[config.mk]
export PLATFORM = sky130hd
export DESIGN_NAME = shared_vc_allocator
export DESIGN_NICKNAME = d
export VERILOG_FILES = /design/src/rtl/shared_vc_allocator.sv
export SDC_FILE = /design/constraint.sdc
export NUM_CORES = 1
export LEC_CHECK = 0
export BUFFER_PORTS_ARGS = -buffer_cell sky130_fd_sc_hd__buf_2
export CAP_MARGIN = 5
export CORE_UTILIZATION = 56
export CTS_BUF_LIST = sky130_fd_sc_hd__clkbuf_4
export DETAILED_ROUTE_END_ITERATION = 6
export PLACE_DENSITY = 0.8
export REMOVE_ABC_BUFFERS = 1
export SKIP_LAST_GASP = 1
export SYNTH_ARGS = -nofsm -noshare
export SYNTH_HDL_FRONTEND = slang
export SYNTH_SLANG_ARGS = --single-unit
[constraint.sdc]
create_clock -name clk -period 2.2 [get_ports clk]
set_input_delay 0.55 -clock clk [delete_from_list [all_inputs] [get_ports clk]]
set_output_delay 0.55 -clock clk [all_outputs]
set_load 0.01 [all_outputs]
[src/rtl/shared_vc_allocator.sv]
// Per-bank shared-VC manager: hands free shared VCs to the port owning the bank,
// tracks per-VC ownership and flit occupancy. The per-VC release input is named
// release_vc because "release" is a reserved word in SystemVerilog.
module shared_vc_allocator #(
    parameter int num_ports        = 5,
    parameter int num_vcs_per_bank = 2,
    parameter int vc_idx_width     = 1,
    parameter int buffer_depth     = 8,
    parameter int occ_width        = 4
) (
    input  logic                                  clk,
    input  logic                                  reset,
    input  logic [num_ports-1:0]                  memory_bank_grant,
    input  logic                                  ready_for_allocation,
    input  logic [num_ports-1:0]                  alloc_req,
    output logic [num_ports-1:0]                  alloc_gnt,
    output logic [vc_idx_width-1:0]               alloc_vc,
    input  logic [num_vcs_per_bank-1:0]           release_vc,
    input  logic [num_vcs_per_bank-1:0]           flit_wr,
    input  logic [num_vcs_per_bank-1:0]           flit_rd,
    output logic [num_ports*num_vcs_per_bank-1:0] allocated_ip_shared_ivc,
    output logic [num_vcs_per_bank-1:0]           shared_ivc_empty,
    output logic                                  overflow_err,
    output logic                                  underflow_err
);

    localparam int port_idx_width = (num_ports > 1) ? $clog2(num_ports) : 1;
    localparam logic [occ_width-1:0] occ_one  = occ_width'(1);
    localparam logic [occ_width-1:0] occ_zero = occ_width'(0);
    localparam logic [occ_width-1:0] occ_full = occ_width'(buffer_depth);

    typedef enum logic [1:0] {
        VC_FREE  = 2'd0,
        VC_ALLOC = 2'd1,
        VC_DRAIN = 2'd2
    } vc_state_e;

    vc_state_e                 r_state     [num_vcs_per_bank];
    vc_state_e                 w_state_nxt [num_vcs_per_bank];
    logic [port_idx_width-1:0] r_owner     [num_vcs_per_bank];
    logic [port_idx_width-1:0] w_owner_nxt [num_vcs_per_bank];
    logic [occ_width-1:0]      r_occ       [num_vcs_per_bank];

    logic [num_vcs_per_bank-1:0] w_full;
    logic [num_vcs_per_bank-1:0] w_empty;
    logic [port_idx_width-1:0]   w_port_idx;
    logic [vc_idx_width-1:0]     w_free_idx;
    logic                        w_free_any;
    logic                        w_alloc_fire;
    logic                        w_ovf_any;
    logic                        w_udf_any;

    // Grant port index, lowest free VC, occupancy flags and the allocation decision.
    always_comb begin
        w_port_idx = '0;
        w_free_idx = '0;
        w_free_any = 1'b0;
        for (int p = num_ports - 1; p >= 0; p--) begin
            w_port_idx = memory_bank_grant[p] ? port_idx_width'(p) : w_port_idx;
        end
        for (int i = num_vcs_per_bank - 1; i >= 0; i--) begin
            w_free_idx = (r_state[i] == VC_FREE) ? vc_idx_width'(i) : w_free_idx;
            w_free_any = w_free_any | (r_state[i] == VC_FREE);
            w_full[i]  = (r_occ[i] == occ_full);
            w_empty[i] = (r_occ[i] == occ_zero);
        end
        // The ~|alloc_gnt term forces a gap cycle so a held request cannot be granted twice.
        w_alloc_fire = ready_for_allocation && $onehot(memory_bank_grant)
                       && (|(alloc_req & memory_bank_grant)) && w_free_any && !(|alloc_gnt);
        w_ovf_any = |(flit_wr & ~flit_rd & w_full);
        w_udf_any = |(flit_rd & ~flit_wr & w_empty);
    end

    // Per-VC next state and owner.
    always_comb begin
        for (int i = 0; i < num_vcs_per_bank; i++) begin
            w_state_nxt[i] = r_state[i];
            w_owner_nxt[i] = r_owner[i];
            case (r_state[i])
                VC_FREE: begin
                    if (w_alloc_fire && (w_free_idx == vc_idx_width'(i))) begin
                        w_state_nxt[i] = VC_ALLOC;
                        w_owner_nxt[i] = w_port_idx;
                    end else begin
                        w_state_nxt[i] = VC_FREE;
                    end
                end
                VC_ALLOC: begin
                    if (release_vc[i]) begin
                        w_state_nxt[i] = VC_DRAIN;
                    end else begin
                        w_state_nxt[i] = VC_ALLOC;
                    end
                end
                VC_DRAIN: begin
                    if (w_empty[i]) begin
                        w_state_nxt[i] = VC_FREE;
                    end else begin
                        w_state_nxt[i] = VC_DRAIN;
                    end
                end
                default: w_state_nxt[i] = VC_FREE;
            endcase
        end
    end

    // Per-VC state and owner registers.
    always_ff @(posedge clk or posedge reset) begin
        if (reset) begin
            for (int i = 0; i < num_vcs_per_bank; i++) begin
                r_state[i] <= VC_FREE;
                r_owner[i] <= '0;
            end
        end else begin
            for (int i = 0; i < num_vcs_per_bank; i++) begin
                r_state[i] <= w_state_nxt[i];
                r_owner[i] <= w_owner_nxt[i];
            end
        end
    end

    // Occupancy counters; a simultaneous write and read only moves the count at zero.
    always_ff @(posedge clk or posedge reset) begin
        if (reset) begin
            for (int i = 0; i < num_vcs_per_bank; i++) begin
                r_occ[i] <= '0;
            end
        end else begin
            for (int i = 0; i < num_vcs_per_bank; i++) begin
                case ({flit_wr[i], flit_rd[i]})
                    2'b10:   r_occ[i] <= w_full[i]  ? r_occ[i] : r_occ[i] + occ_one;
                    2'b01:   r_occ[i] <= w_empty[i] ? r_occ[i] : r_occ[i] - occ_one;
                    2'b11:   r_occ[i] <= w_empty[i] ? occ_one  : r_occ[i];
                    default: r_occ[i] <= r_occ[i];
                endcase
            end
        end
    end

    // Grant pulse, granted VC index and sticky error flags.
    always_ff @(posedge clk or posedge reset) begin
        if (reset) begin
            alloc_gnt     <= '0;
            alloc_vc      <= '0;
            overflow_err  <= 1'b0;
            underflow_err <= 1'b0;
        end else begin
            if (w_alloc_fire) begin
                alloc_gnt <= memory_bank_grant;
                alloc_vc  <= w_free_idx;
            end else begin
                alloc_gnt <= '0;
            end
            overflow_err  <= overflow_err | w_ovf_any;
            underflow_err <= underflow_err | w_udf_any;
        end
    end

    // Ownership map and empty flags decoded from registered state.
    always_comb begin
        allocated_ip_shared_ivc = '0;
        for (int p = 0; p < num_ports; p++) begin
            for (int i = 0; i < num_vcs_per_bank; i++) begin
                allocated_ip_shared_ivc[p*num_vcs_per_bank+i] =
                    (r_state[i] != VC_FREE) && (r_owner[i] == port_idx_width'(p));
            end
        end
        shared_ivc_empty = w_empty;
    end

endmodule

==> flow_summary.yaml <==
status:
  run_status: "finished, violations left"
  violations: "design-rule violations, negative setup slack"
clocking:
  numCtsBuffers: 3
  cts_tree: "yes"
  ctsHoldBuffers: 0
  ctsHtreeMaxLevel: 1
  max-clock-path-buffers: 2
  cts.clk_slew.worst_paths_ns: 0.15
  cts_sinks: 26
  clkLatencyLatePin_ns: 0.32
  cts-root-buf: "clkbuf_4"
final_layout:
  final_area_sq_um: 2240
  instances_no_fill: 263
  nets: 262
  layout_common_cells: "35 x buf_2, 26 x dfrtp_1, 23 x buf_4"
  register_area_sq_um: 651
  area_growth_pct: 31.5
  multi_input_area_sq_um: 1070
  layout-drive-gt1-share_pct: 40.5
  n_fill_cell: 167
  layout_commonest_cell: "buf_2"
  diodes: 0
floorplan:
  initial_core_util_pct: 60.3
  die_h_um: 57.2
  top_level_ports: 39
  die_x_um: 57.2
  row_count: 19
  die_area_sq_um: 3270
  coreArea_sq_um: 2830
placed_design:
  dp_cells: 255
  port_buffers: 38
  gp_congestion: 0.852
  dp_slack_ns: -1.08
  hpwl_mm: 3.16
  placement.cell_area_sq_um: 2070
logic_synthesis:
  synth_cells: 171
  ys.warnings.count: 0
  synth_flop_cell: "dfrtp_1"
  synthArstFlopShare_pct: 100
  synth_seq_cells: 26
  ys_seq_area_share_pct: 38.1
  synth.distinct_cells: 46
  avgSynthCellArea_sq_um: 9.98
  synth_edf_count: 0
  synth_area_sq_um: 1710
drt:
  vias: 1644
  wl_per_cell_um: 17.6
  via_per_inst: 6.25
  ant_nets: 0
  route.detailed.drc: 5
  drt_iter0_drc: 79
  dr.pass1.iters: 6
  routed_wl_mm: 4.63
timing:
  finClkSkew_ns: 0.0123
  rsz0062_at_grt: "yes"
  finalHoldViolations: 0
  worst_pin_slew_ns: 0.371
  maxSlewHeadroom_pct: 75.1
  slew_viol_final: 0
  finalCritPeriodShare_pct: 123
  setup_viol: 14
  max_freq_ghz: 0.369
  layout_min_cycle_time_ns: 2.71
  final.setup.worst_slack_ns: -0.509
global_route:
  grt_overflow: 0
  met2_usage_pct: 59.5
  grt_max_degree: 27
  grt_pass1_wl_mm: 7.78
  gr-usage-met3_pct: 3.17
  antenna_found_initial: 0
  gr-max-usage-layer: "met2"
  grt_pass1_vias: 1669
  grtUsageTotal_pct: 31.6
  grtUsageMet1_pct: 35.0
critical_path:
  worst_setup_path_end_kind: "register"
  worstPathArrival_ns: 2.92
  worstSetupPathType: "in -> reg"
  rr_endpoint: "r_owner[5]"
  cp_max_fo: 4
  worst_setup_path_start_kind: "input pin"
  required_ns: 2.41
  r2r-start: "r_state[2]"
  worst-r2r-setup-slack_ns: 0.42
  reg2reg_depth: 4
power:
  leakagePower_uw: 0.00107
  p_per_area_nw_per_um2: 929
  peakVddDrop_v: 0.000543
job:
  timing.max_cap.violations: 0
min_path:
  hold_class: "in -> async"
-- what timing repair did --
| action | in CTS | in global routing |
|---|---|---|
| gates resized for setup | 24 | 5 |
| setup buffers | 5 | 0 |
| setup endpoints to repair | 14 | 15 |
| pin swaps | 7 | 0 |
-- per-layer routing --
| layer | part of all wire, % | up-vias |
|---|---|---|
| li1 | - | 751 |
| met2 | 52 | 56 |
| met1 | 40 | 816 |
| met3 | 3.4 | 21 |
| met4 | 4.4 | 0 |
| met5 | 0 | - |
-- per-stage QoR --
step | util (%) | TNS (ns) | power, uW | hold WS [ns]
global placement | 73.0 | -11.39 | 1700 | 0.460
global route | 79.3 | -7.26 | 2240 | 0.286
floorplan | - | -8.63 | 1460 | 0.491
detailed placement | 73.0 | -12.77 | 1790 | 0.466
CTS | 78.6 | -5.50 | 2050 | 0.264
finish | 79.3 | -6.30 | 2090 | 0.249
-- worst max-delay path by stage --
stage / cells after the start / end / slack [ns] / start
6_report: 10 / r_owner[5] / -0.51 / memory_bank_grant[3]
5_1_grt: 12 / r_state[2] / -0.58 / memory_bank_grant[3]
3_5_place_dp: 10 / r_owner[5] / -1.08 / memory_bank_grant[0]
3_3_place_gp: 10 / r_owner[4] / -0.99 / memory_bank_grant[0]
4_1_cts: 10 / r_owner[5] / -0.45 / memory_bank_grant[3]
2_1_floorplan: 9 / r_owner[3] / -0.87 / memory_bank_grant[0]
-- flip-flops by register name (all words and copies together) (netlist names) --
signal and cells:
overflow_err 1, underflow_err 1, alloc_vc 1, r_state 4
alloc_gnt 5, r_occ 8, r_owner 6
-- Yosys cell counts, types with 2 or more instances --
library cell	number	area, sq um
mux2i_1	3	30.0
mux2_2	6	67.6
ha_1	5	62.6
nor3_1	12	60.1
nor4bb_1	2	20.0
a221o_1	2	20.0
o21ai_0	7	35.0
a221oi_1	2	17.5
nor4_1	2	12.5
nand2b_1	8	50.1
a21oi_1	10	50.1
nor4_4	2	42.5
clkbuf_1	4	15.0
nand2_1	10	37.5
a211oi_1	2	15.0
nor2_1	13	48.8
a21o_1	2	15.0
inv_1	13	48.8
nor2b_1	4	25.0
nand3b_1	2	15.0
nor4b_1	7	61.3
dfrtp_1	26	651
fa_1	4	80.1
-- cell type report --
cell class	count	share of cell area (%)
multi-input combinational	127	47.8
sequential	26	29.0
timing repair buffer	63	18.2
inverter	13	2.29
tap	31	1.73
clock buffer	3	1.00
-- report_power, final --
| part | total, uW | internal [uW] | switching, uW |
|---|---|---|---|
| Sequential | 864 | 625 | 239 |
| Clock | 204 | 64.1 | 140 |
| Combinational | 1020 | 520 | 498 |
| Total | 2090 | 1210 | 877 |
-- critical path: stages --
cell	delay, ns
buf_8	0.08
inv_4	0.03
fa_1	0.51
fa_2	0.40
inv_2	0.08
ha_4	0.20
nor4_4	0.18
o2111ai_4	0.23
nor4_4	0.32
mux2_4	0.34
-- cells by family after synthesis --
kind of cell | count (synthesis) | synth area share [%]
AOI/OAI and AO/OA | 37 | 16.1
DFF | 26 | 38.1
buffers and inverters | 18 | 4.03
and+or+nand+nor | 69 | 25.4
muxes | 10 | 7.04
xor gates and xnor gates | 2 | 1.03
adders and majority gates | 9 | 8.36
Note: power is estimated with default switching activity, not from simulation.
